`src/rtl/exc_ctrl.sv`:
```
// Exception/interrupt sequencer: latches device interrupt edges into a pending vector and
// walks the pipeline through drain, handler entry and eret return.
module exc_ctrl #(
  parameter int DEV_CNT   = 6,
  parameter int DRAIN_MAX = 15
) (
  input  logic               clk,
  input  logic               reset,
  input  logic [DEV_CNT-1:0] DevIrq,
  output logic [DEV_CNT-1:0] HWInt,
  output logic [DEV_CNT-1:0] DevAck,
  input  logic               IntReq,
  input  logic               InstValid,
  input  logic               PipeIdle,
  input  logic               EretM,
  output logic               Stall,
  output logic               Flush,
  output logic               EXLSet,
  output logic               EXLClr,
  output logic [1:0]         PCSel,
  output logic [2:0]         IntCode,
  output logic               Timeout,
  output logic               ErrEret
);

  localparam int CW = (DRAIN_MAX < 1) ? 1 : $clog2(DRAIN_MAX + 1);

  typedef enum logic [2:0] {IDLE, DRAIN, ENTER, HANDLER, RETURN} state_t;

  state_t               state, state_nxt;
  logic [DEV_CNT-1:0]   dev_irq_q;
  logic [DEV_CNT-1:0]   rise;
  logic [DEV_CNT-1:0]   ack_vec;
  logic [CW-1:0]        drain_cnt;
  logic                 drain_hit;
  logic [2:0]           prio_code;

  assign rise      = DevIrq & ~dev_irq_q;
  assign drain_hit = (drain_cnt >= CW'(DRAIN_MAX - 1));

  // Lowest pending index wins; 7 flags an interrupt with nothing pending (software SR write).
  always_comb begin
    prio_code = 3'd7;
    for (int i = DEV_CNT - 1; i >= 0; i--) begin
      if (HWInt[i]) prio_code = 3'(i);
    end
  end

  always_comb begin
    for (int i = 0; i < DEV_CNT; i++) begin
      ack_vec[i] = (IntCode == 3'(i));
    end
  end

  // Dropping IntReq during drain aborts even if the pipe just went idle.
  always_comb begin
    state_nxt = state;
    case (state)
      IDLE:    if (IntReq && InstValid) state_nxt = DRAIN;
      DRAIN: begin
        if (!IntReq)                    state_nxt = IDLE;
        else if (PipeIdle || drain_hit) state_nxt = ENTER;
      end
      ENTER:   state_nxt = HANDLER;
      HANDLER: if (EretM) state_nxt = RETURN;
      RETURN:  state_nxt = IDLE;
      default: state_nxt = IDLE;
    endcase
  end

  // Outputs are decoded from the next state so they are registered yet line up with the state.
  always_ff @(posedge clk) begin
    if (reset) begin
      state     <= IDLE;
      dev_irq_q <= '0;
      HWInt     <= '0;
      DevAck    <= '0;
      drain_cnt <= '0;
      IntCode   <= 3'd0;
      Stall     <= 1'b0;
      Flush     <= 1'b0;
      EXLSet    <= 1'b0;
      EXLClr    <= 1'b0;
      PCSel     <= 2'b00;
      Timeout   <= 1'b0;
      ErrEret   <= 1'b0;
    end else begin
      state     <= state_nxt;
      dev_irq_q <= DevIrq;
      HWInt     <= (HWInt & ~DevAck) | rise;
      Stall     <= (state_nxt == DRAIN) || (state_nxt == ENTER);
      Flush     <= (state_nxt == ENTER) || (state_nxt == RETURN);
      EXLSet    <= (state_nxt == ENTER);
      EXLClr    <= (state_nxt == RETURN);
      PCSel     <= (state_nxt == ENTER)  ? 2'b01 :
                   (state_nxt == RETURN) ? 2'b10 : 2'b00;
      DevAck    <= (state_nxt == ENTER) ? ack_vec : '0;
      if (state == IDLE && state_nxt == DRAIN) begin
        IntCode   <= prio_code;
        drain_cnt <= '0;
      end else if (state == DRAIN && drain_cnt < CW'(DRAIN_MAX)) begin
        drain_cnt <= drain_cnt + 1'b1;
      end
      if (state == DRAIN && IntReq && !PipeIdle && drain_hit) Timeout <= 1'b1;
      if (EretM && (state == IDLE || state == DRAIN)) ErrEret <= 1'b1;
    end
  end

endmodule

```
`config.mk`:
```
export PLATFORM = sky130hd
export DESIGN_NAME = exc_ctrl
export DESIGN_NICKNAME = d
export VERILOG_FILES = /design/src/rtl/exc_ctrl.sv
export SDC_FILE = /design/constraint.sdc
export NUM_CORES = 1
export LEC_CHECK = 0
export BUFFER_PORTS_ARGS = -buffer_cell sky130_fd_sc_hd__buf_2
export CORE_MARGIN = 5
export CORE_UTILIZATION = 44
export CTS_CLUSTER_DIAMETER = 40
export DETAILED_ROUTE_END_ITERATION = 8
export GPL_TIMING_DRIVEN = 0
export PLACE_DENSITY = 0.69
export SYNTH_ARGS = -nofsm -noshare
export SYNTH_HDL_FRONTEND = slang
export SYNTH_SLANG_ARGS = --single-unit
```
`constraint.sdc`:
```
create_clock -name clk -period 3.55 [get_ports clk]
set_input_delay 0.355 -clock clk [delete_from_list [all_inputs] [get_ports clk]]
set_output_delay 0.355 -clock clk [all_outputs]
set_load 0.05 [all_outputs]
```
==> results.tsv, run 1 <==
stage	metric	value	unit
outcome	outcome	finished clean	
yosys	Synth cell types	38	
sta	Hold Fails Final Rpt	0	
power_and_ir_drop	Cell Pwr Density	477	mW/mm^2
sta	Max-slew headroom	69.3	%
setup_path	CP arrival	1.99	ns
detailed_routing	DR pass1 iterations	4	
clock_tree	Num CTS Buffers	5	
setup_path	Worst setup startpoint	state[2]	
grt	gr ovfl total	0	
power_and_ir_drop	Static Leak	0.716	nW
cells_and_area	Finished Core Util	56.1	%
yosys	Seq/Total Area, Yosys	54.7	%
cells_and_area	Layout area overhead	21.7	%
grt	Global Route Usage Sum	13.9	%
floorplan	I/O pin cnt	35	
sta	RSZ-0062 raised after global routing	no	
sta	Tmin final	1.73	ns
cells_and_area	n_diodes	0	
floorplan	Rows	19	
sta	Period Utilization, post-route	48.7	%
setup_path	Critical Path Start Type	flop	
setup_path	reg2reg start	state[2]	
floorplan	die area	0.00409	mm^2
yosys	top cells by area, synth	dfxtp_1, a21oi_1, nand2b_1, nor2b_1, nor2_1	
detailed_routing	First DRT Iteration DRCs	33	
yosys	syn_area_per_cell	9.56	um^2
placement	# port buffers	34	
grt	largest net degree at the start of global routing	11	
yosys	top cell type's share of synthesized area	54.7	%
sta	Least-Margin Pin Slew	0.460	ns
clock_tree	Clk Latency, worst-skew pair	0.33	ns
clock_tree	H-tree levels	2	
placement	Placer Congestion	0.844	
setup_path	Worst EP required	3.81	ns
hold_path	Min-Delay Path Class	in2reg	
yosys	largest area contributor in the synthesized netlist	dfxtp_1	
clock_tree	post_cts resized	0	
floorplan	Die Height	64.0	um
run	Max Cap Viol	0	
detailed_routing	Routed wire per std cell	12.4	um
power_and_ir_drop	Worst VDD drop	0.350	mV
grt	initial antenna violation count	0	
floorplan	Initial Util	46.1	%
detailed_routing	post-route ant nets	0	
hold_path	HP Start	DevIrq[1]	
setup_path	crit path kind	reg2reg	
yosys	Syn Std Cell Area	0.00128	mm^2
setup_path	crit end category	flop	
yosys	synthesized instance count	134	
clock_tree	Setup Fix Bufs, Post-CTS	0	
detailed_routing	vias per cell	5.09	
clock_tree	root buf cell	clkbuf_4	
cells_and_area	share of cells above drive strength 1	28.4	%
cells_and_area	nets	189	
yosys	Synthesis Warnings	0	
sta	Setup TNS	0	ns
sta	fin. max-slew vios	0	
clock_tree	Reg clk slew, reported paths	0.10	ns
clock_tree	hold_buf cts	0	
sta	FMAX	578	MHz
clock_tree	worst-case clock buffer depth	2	
detailed_routing	residual DRC count	0	
detailed_routing	via count	1054	
clock_tree	clock tree sinks	35	
sta	# setup viols final	0	
grt	first-pass GRT wire length	4.49	mm
yosys	post-synthesis net count	148	
cells_and_area	fillers	258	
grt	vias in the first global route	1049	
clock_tree	CTS tree	done	
detailed_routing	final wirelength	2.57	mm
sta	Worst Skew	0.00762	ns
placement	hpwl dp	2.01	mm
floorplan	core area	0.00278	mm^2
floorplan	Die Width	64.0	um
yosys	synthesis-stage register bit count	35	
setup_path	worst-path fanout max	8	
-- worst max-delay path, stage by stage (launching register included) --
cell	delay (ns)
dfxtp_1	0.32
buf_6	0.13
or2_4	0.24
or2_1	0.22
clkbuf_2	0.14
or4_1	0.47
a21oi_1	0.15
-- cells by family after synthesis --
family | Yosys count | synth area share [%]
adder cells (fa/ha/maj) | 2 | 1.95
XOR/XNOR | 2 | 1.37
multiplexers | 1 | 0.781
flip-flops | 35 | 54.7
AO/OA/AOI/OAI | 22 | 9.86
AND/OR/NAND/NOR | 61 | 27.1
buffers and inverters | 11 | 4.30
-- state kept, by name, indices dropped and copies added (netlist names) --
register and count:
Flush 1, IntCode 3, Timeout 1, state 3, ErrEret 1, EXLClr 1
EXLSet 1, Stall 1, drain_cnt 4, dev_irq_q 6, DevAck 6, HWInt 6
PCSel 1
-- report_power, final --
part           internal [mW]  switching (mW)
Combinational         0.0282          0.0599
Sequential             0.407          0.0129
Clock                  0.116           0.120
-- layout by cell type, fill, tap and decap left out, types with 3 or more instances in the layout --
master | Yosys | routed
nand2b_1 | 10 | 10
buf_2 | 1 | 35
nand3_1 | 3 | 3
nor3_1 | 7 | 7
nor2_1 | 11 | 11
inv_1 | 4 | 4
clkbuf_1 | 2 | 3
nand2_1 | 7 | 7
nor2b_1 | 7 | 7
a21oi_1 | 15 | 15
dfxtp_1 | 35 | 35
clkbuf_4 | 0 | 5
nor4b_1 | 3 | 3
-- cell usage after synthesis --
library cell and n:
and2_1 1, o21ai_0 1, inv_1 4, and4b_1 1
buf_4 1, o211ai_1 1, xnor2_1 1, o22ai_1 1
nor3_1 7, nor2_1 11, nand2b_1 10, nand2_1 7
and3_1 1, or2_2 1, a21oi_1 15, o21ai_1 1
clkbuf_1 2, clkbuf_2 1, or2_1 2, buf_6 1
inv_2 1, nor3b_2 1, mux2i_1 1, or4_1 1
dfxtp_1 35, or2_4 1, ha_1 2, xor2_1 1
nor2b_1 7, o31a_1 1, a21bo_2 1, nand3b_1 1
nor4b_1 3, buf_2 1, or3_1 1, nand3_1 3
a311oi_1 1, nor4_1 2
-- per-layer routing --
layer	up-vias	global-route usage (%)	wire, um
met2	28	22.4	1190
met3	5	5.78	160
met4	0	6.23	51
met1	483	16.1	1180
li1	538	-	-
met5	-	0	0
-- through the flow --
stage | setup slack [ns] | hold WS [ns] | power (mW) | cell area [um^2] | instances
finish | 1.82 | 0.248 | 0.744 | 1560 | 207
global route | 1.64 | 0.239 | 0.782 | 1560 | 207
CTS | 1.81 | 0.236 | 0.754 | 1560 | 207
detailed placement | 1.83 | 0.455 | 0.518 | 1490 | 199
global placement | 1.83 | 0.449 | 0.515 | 1490 | 199
floorplan | 1.91 | 0.427 | 0.490 | 1280 | 134
-- cell type report --
cell class | count | area [um^2] | area share [%]
inverter | 5 | 18.8 | 1.20
timing repair buffer | 34 | 170 | 10.9
tap | 31 | 38.8 | 2.49
sequential | 35 | 701 | 44.9
multi-input combinational | 88 | 526 | 33.7
clock buffer | 8 | 68.8 | 4.41
buffer | 6 | 36.3 | 2.33
-- worst paths after layout --
kind	endpoint	slack, ns	cells past startpoint
setup / recovery	IntCode[1]	1.82	6
hold / removal	dev_irq_q[1]	0.25	2
setup reg to reg	IntCode[1]	1.82	6
hold reg to reg	HWInt[0]	0.48	2
Power figures use the tool's default switching activity.
==> run 2: changes to the inputs <==
--- a/config.mk
+++ b/config.mk
@@ -5,13 +5,14 @@
 export SDC_FILE = /design/constraint.sdc
 export NUM_CORES = 1
 export LEC_CHECK = 0
+export ABC_AREA = 1
 export BUFFER_PORTS_ARGS = -buffer_cell sky130_fd_sc_hd__buf_2
 export CORE_MARGIN = 5
 export CORE_UTILIZATION = 44
 export CTS_CLUSTER_DIAMETER = 40
 export DETAILED_ROUTE_END_ITERATION = 8
 export GPL_TIMING_DRIVEN = 0
-export PLACE_DENSITY = 0.69
+export PLACE_DENSITY = 0.68
 export SYNTH_ARGS = -nofsm -noshare
 export SYNTH_HDL_FRONTEND = slang
 export SYNTH_SLANG_ARGS = --single-unit
==> constraint.sdc (replaced) <==
create_clock -name clk -period 1.65 [get_ports clk]
set_input_delay 0.165 -clock clk [delete_from_list [all_inputs] [get_ports clk]]
set_output_delay 0.165 -clock clk [all_outputs]
set_load 0.05 [all_outputs]
==> run 2 against run 1 <==
Largest power group unchanged. Sequential share of layout area fell by 2.6 points. Worst hold slack got worse by 0.21 ns. Setup slack got worse by 1.5 ns. Largest cell class unchanged. Critical endpoint is now Flush.
==> results.tsv, run 2 <==
stage	metric	value	unit
outcome	outcome	finished clean	
sta	Hold Fails Final Rpt	0	
clock_tree	Setup Fix Bufs, Post-CTS	0	
grt	initial antenna violation count	0	
power_and_ir_drop	logic gate share of total power	16.3	%
power_and_ir_drop	Internal	1.12	mW
hold_path	Min-Delay Path Class	in2reg	
detailed_routing	First DRT Iteration DRCs	37	
sta	fin. max-slew vios	0	
cells_and_area	Multi-input gate area	541	um^2
placement	hpwl dp	2.14	mm
cells_and_area	most frequent cells in the layout	dfxtp_1, nand2_1, buf_2	
setup_path	Critical Path Start Type	flop	
yosys	top cells by count, synth	dfxtp_1, nand2_1, inv_1	
clock_tree	post_cts resized	0	
power_and_ir_drop	Cell Pwr Density	969	mW/mm^2
placement	pre-CTS WS	0.298	ns
floorplan	core area	0.00303	mm^2
yosys	Seq/Total Area, Yosys	50.7	%
power_and_ir_drop	sequential share of power	56.8	%
cells_and_area	fillers	305	
power_and_ir_drop	Sw Ratio	30.0	%
setup_path	crit end category	flop	
cells_and_area	Largest regs	DevAck x6, HWInt x6, dev_irq_q x6	
sta	FMAX	730	MHz
setup_path	CP arrival	1.56	ns
floorplan	Die Width	66.1	um
yosys	FFs w/ async S/R, synth	0	%
sta	RSZ-0062 raised after global routing	no	
setup_path	worst-path fanout max	8	
clock_tree	Reg clk slew, reported paths	0.10	ns
sta	Period Utilization, post-route	83.0	%
floorplan	die area	0.00436	mm^2
setup_path	Worst EP required	1.84	ns
sta	Max-slew headroom	71.6	%
yosys	most instantiated library cell after synthesis	dfxtp_1	
power_and_ir_drop	switching power	0.481	mW
cells_and_area	Finished Core Util	54.6	%
setup_path	crit path kind	reg2reg	
yosys	Top FF cell, synth	dfxtp_1	
detailed_routing	DR pass1 iterations	4	
yosys	post-synthesis net count	181	
sta	Tmin final	1.37	ns
placement	Placed Area	0.00160	mm^2
cells_and_area	share of cells above drive strength 1	25.5	%
yosys	Post-synth EDFFs	0	
cells_and_area	Layout area overhead	19.5	%
clock_tree	clock tree sinks	35	
placement	Placer Congestion	0.833	
clock_tree	hold_buf cts	0	
clock_tree	worst-case clock buffer depth	2	
yosys	synthesis-stage register bit count	35	
yosys	Syn Std Cell Area	0.00138	mm^2
sta	# setup viols final	0	
clock_tree	CTS tree	done	
yosys	Synth cell types	27	
floorplan	I/O pin cnt	35	
grt	largest net degree at the start of global routing	11	
detailed_routing	Routed wire per std cell	10.8	um
floorplan	Initial Util	45.7	%
yosys	synthesized instance count	167	
sta	Least-Margin Pin Slew	0.426	ns
floorplan	Rows	20	
cells_and_area	n_diodes	0	
clock_tree	H-tree levels	2	
yosys	top cells by area, synth	dfxtp_1, nand2_1, inv_1, nor2_1, o32ai_1	
grt	gr ovfl total	0	
power_and_ir_drop	Worst VDD drop	0.648	mV
grt	Global Route Usage Sum	14.2	%
cells_and_area	Reg area	701	um^2
detailed_routing	final wirelength	2.71	mm
floorplan	Die Height	66.1	um
cells_and_area	most common cell after layout, fill and taps aside	dfxtp_1	
cells_and_area	nets	221	
run	Max Cap Viol	0	
power_and_ir_drop	Static Leak	0.830	nW
grt	first-pass GRT wire length	4.60	mm
yosys	top cell type's share of synthesized area	50.7	%
sta	worst setup margin	0.280	ns
clock_tree	root buf cell	clkbuf_4	
yosys	syn_area_per_cell	8.28	um^2
yosys	largest area contributor in the synthesized netlist	dfxtp_1	
detailed_routing	vias per cell	4.52	
detailed_routing	residual DRC count	0	
power_and_ir_drop	clock share of power	26.9	%
grt	vias in the first global route	1065	
detailed_routing	post-route ant nets	0	
sta	Setup TNS	0	ns
cells_and_area	final instance area	0.00165	mm^2
clock_tree	Clk Latency, worst-skew pair	0.32	ns
placement	# port buffers	33	
sta	Worst Skew	0.0110	ns
yosys	Synthesis Warnings	0	
detailed_routing	via count	1138	
clock_tree	Num CTS Buffers	5	
-- run 2: cell types whose count changed in the layout (fill, tap and decap cells not counted), moves of 3 or more --
cell / before / now
nand2b_1: 10 / 1
nand4_1: 0 / 3
nand3_1: 3 / 8
nor2_1: 11 / 19
inv_1: 4 / 29
nor4b_1: 3 / 0
nand2_1: 7 / 34
nor3_1: 7 / 1
a21oi_1: 15 / 8
o32ai_1: 0 / 6
nor2b_1: 7 / 0
-- run 2: cell type report --
class,instances,share of cell area [%]
plain buffers,4,1.44
clock buffers,7,2.73
clock inverters,1,0.303
inverters,31,7.12
multi-input cells,97,32.7
flip-flops and latches,35,42.4
well taps,44,3.33
repair buffers,33,9.99
-- run 2: power by group through the flow --
stage	clock network (mW)	logic, mW	registers, mW
6_report	0.432	0.261	0.909
5_1_grt	0.493	0.287	0.916
4_1_cts	0.450	0.264	0.910
3_5_place_dp	0	0.263	0.929
3_3_place_gp	0	0.258	0.928
2_1_floorplan	0	0.109	1.01
-- run 2: metal layers --
layer  up-vias  routed length (um)  GRT usage (%)  share of wire, %
met2        24                1310           24.0                48
met4         0                  46           5.33               1.7
met5         -                   0              0                 0
met3         5                 159           5.61               5.9
li1        606                   -              -                 -
met1       503                1190           16.0                44
-- run 2: logic make-up (layout without fill, tap and decap cells) --
family / after synthesis / count (layout) / share of synthesized area, %
AO/OA/AOI/OAI: 19 / 19 / 9.05
XOR/XNOR: 1 / 1 / 0.634
adder cells (fa/ha/maj): 2 / 2 / 1.81
buffers and inverters: 35 / 76 / 10.2
flip-flops: 35 / 35 / 50.7
AND/OR/NAND/NOR: 75 / 75 / 27.6
-- run 2: path summary, 6_finish.rpt --
kind                                    from            to  slack [ns]  cells past startpoint
worst max-delay path            drain_cnt[0]         Flush        0.28                      8
worst min-delay path               DevIrq[4]  dev_irq_q[4]        0.04                      3
worst max register to register  drain_cnt[0]         Flush        0.28                      8
worst min register to register  dev_irq_q[5]      HWInt[5]        0.42                      1
-- run 2: per-stage QoR --
| stage | instances | power [mW] | hold slack, ns |
|---|---|---|---|
| 2_1_floorplan | 167 | 1.12 | 0.282 |
| 3_3_place_gp | 244 | 1.19 | 0.369 |
| 3_5_place_dp | 244 | 1.19 | 0.379 |
| 4_1_cts | 252 | 1.62 | 0.0251 |
| 5_1_grt | 252 | 1.70 | 0.0368 |
| 6_report | 252 | 1.60 | 0.0366 |
-- run 2: worst max-delay path: stages, from the launching register on --
cell	delay [ns]
dfxtp_1	0.41
inv_1	0.08
ha_1	0.21
inv_1	0.05
nand2_1	0.05
nand2_1	0.06
nand3_1	0.15
nand3_4	0.15
o21ai_0	0.09
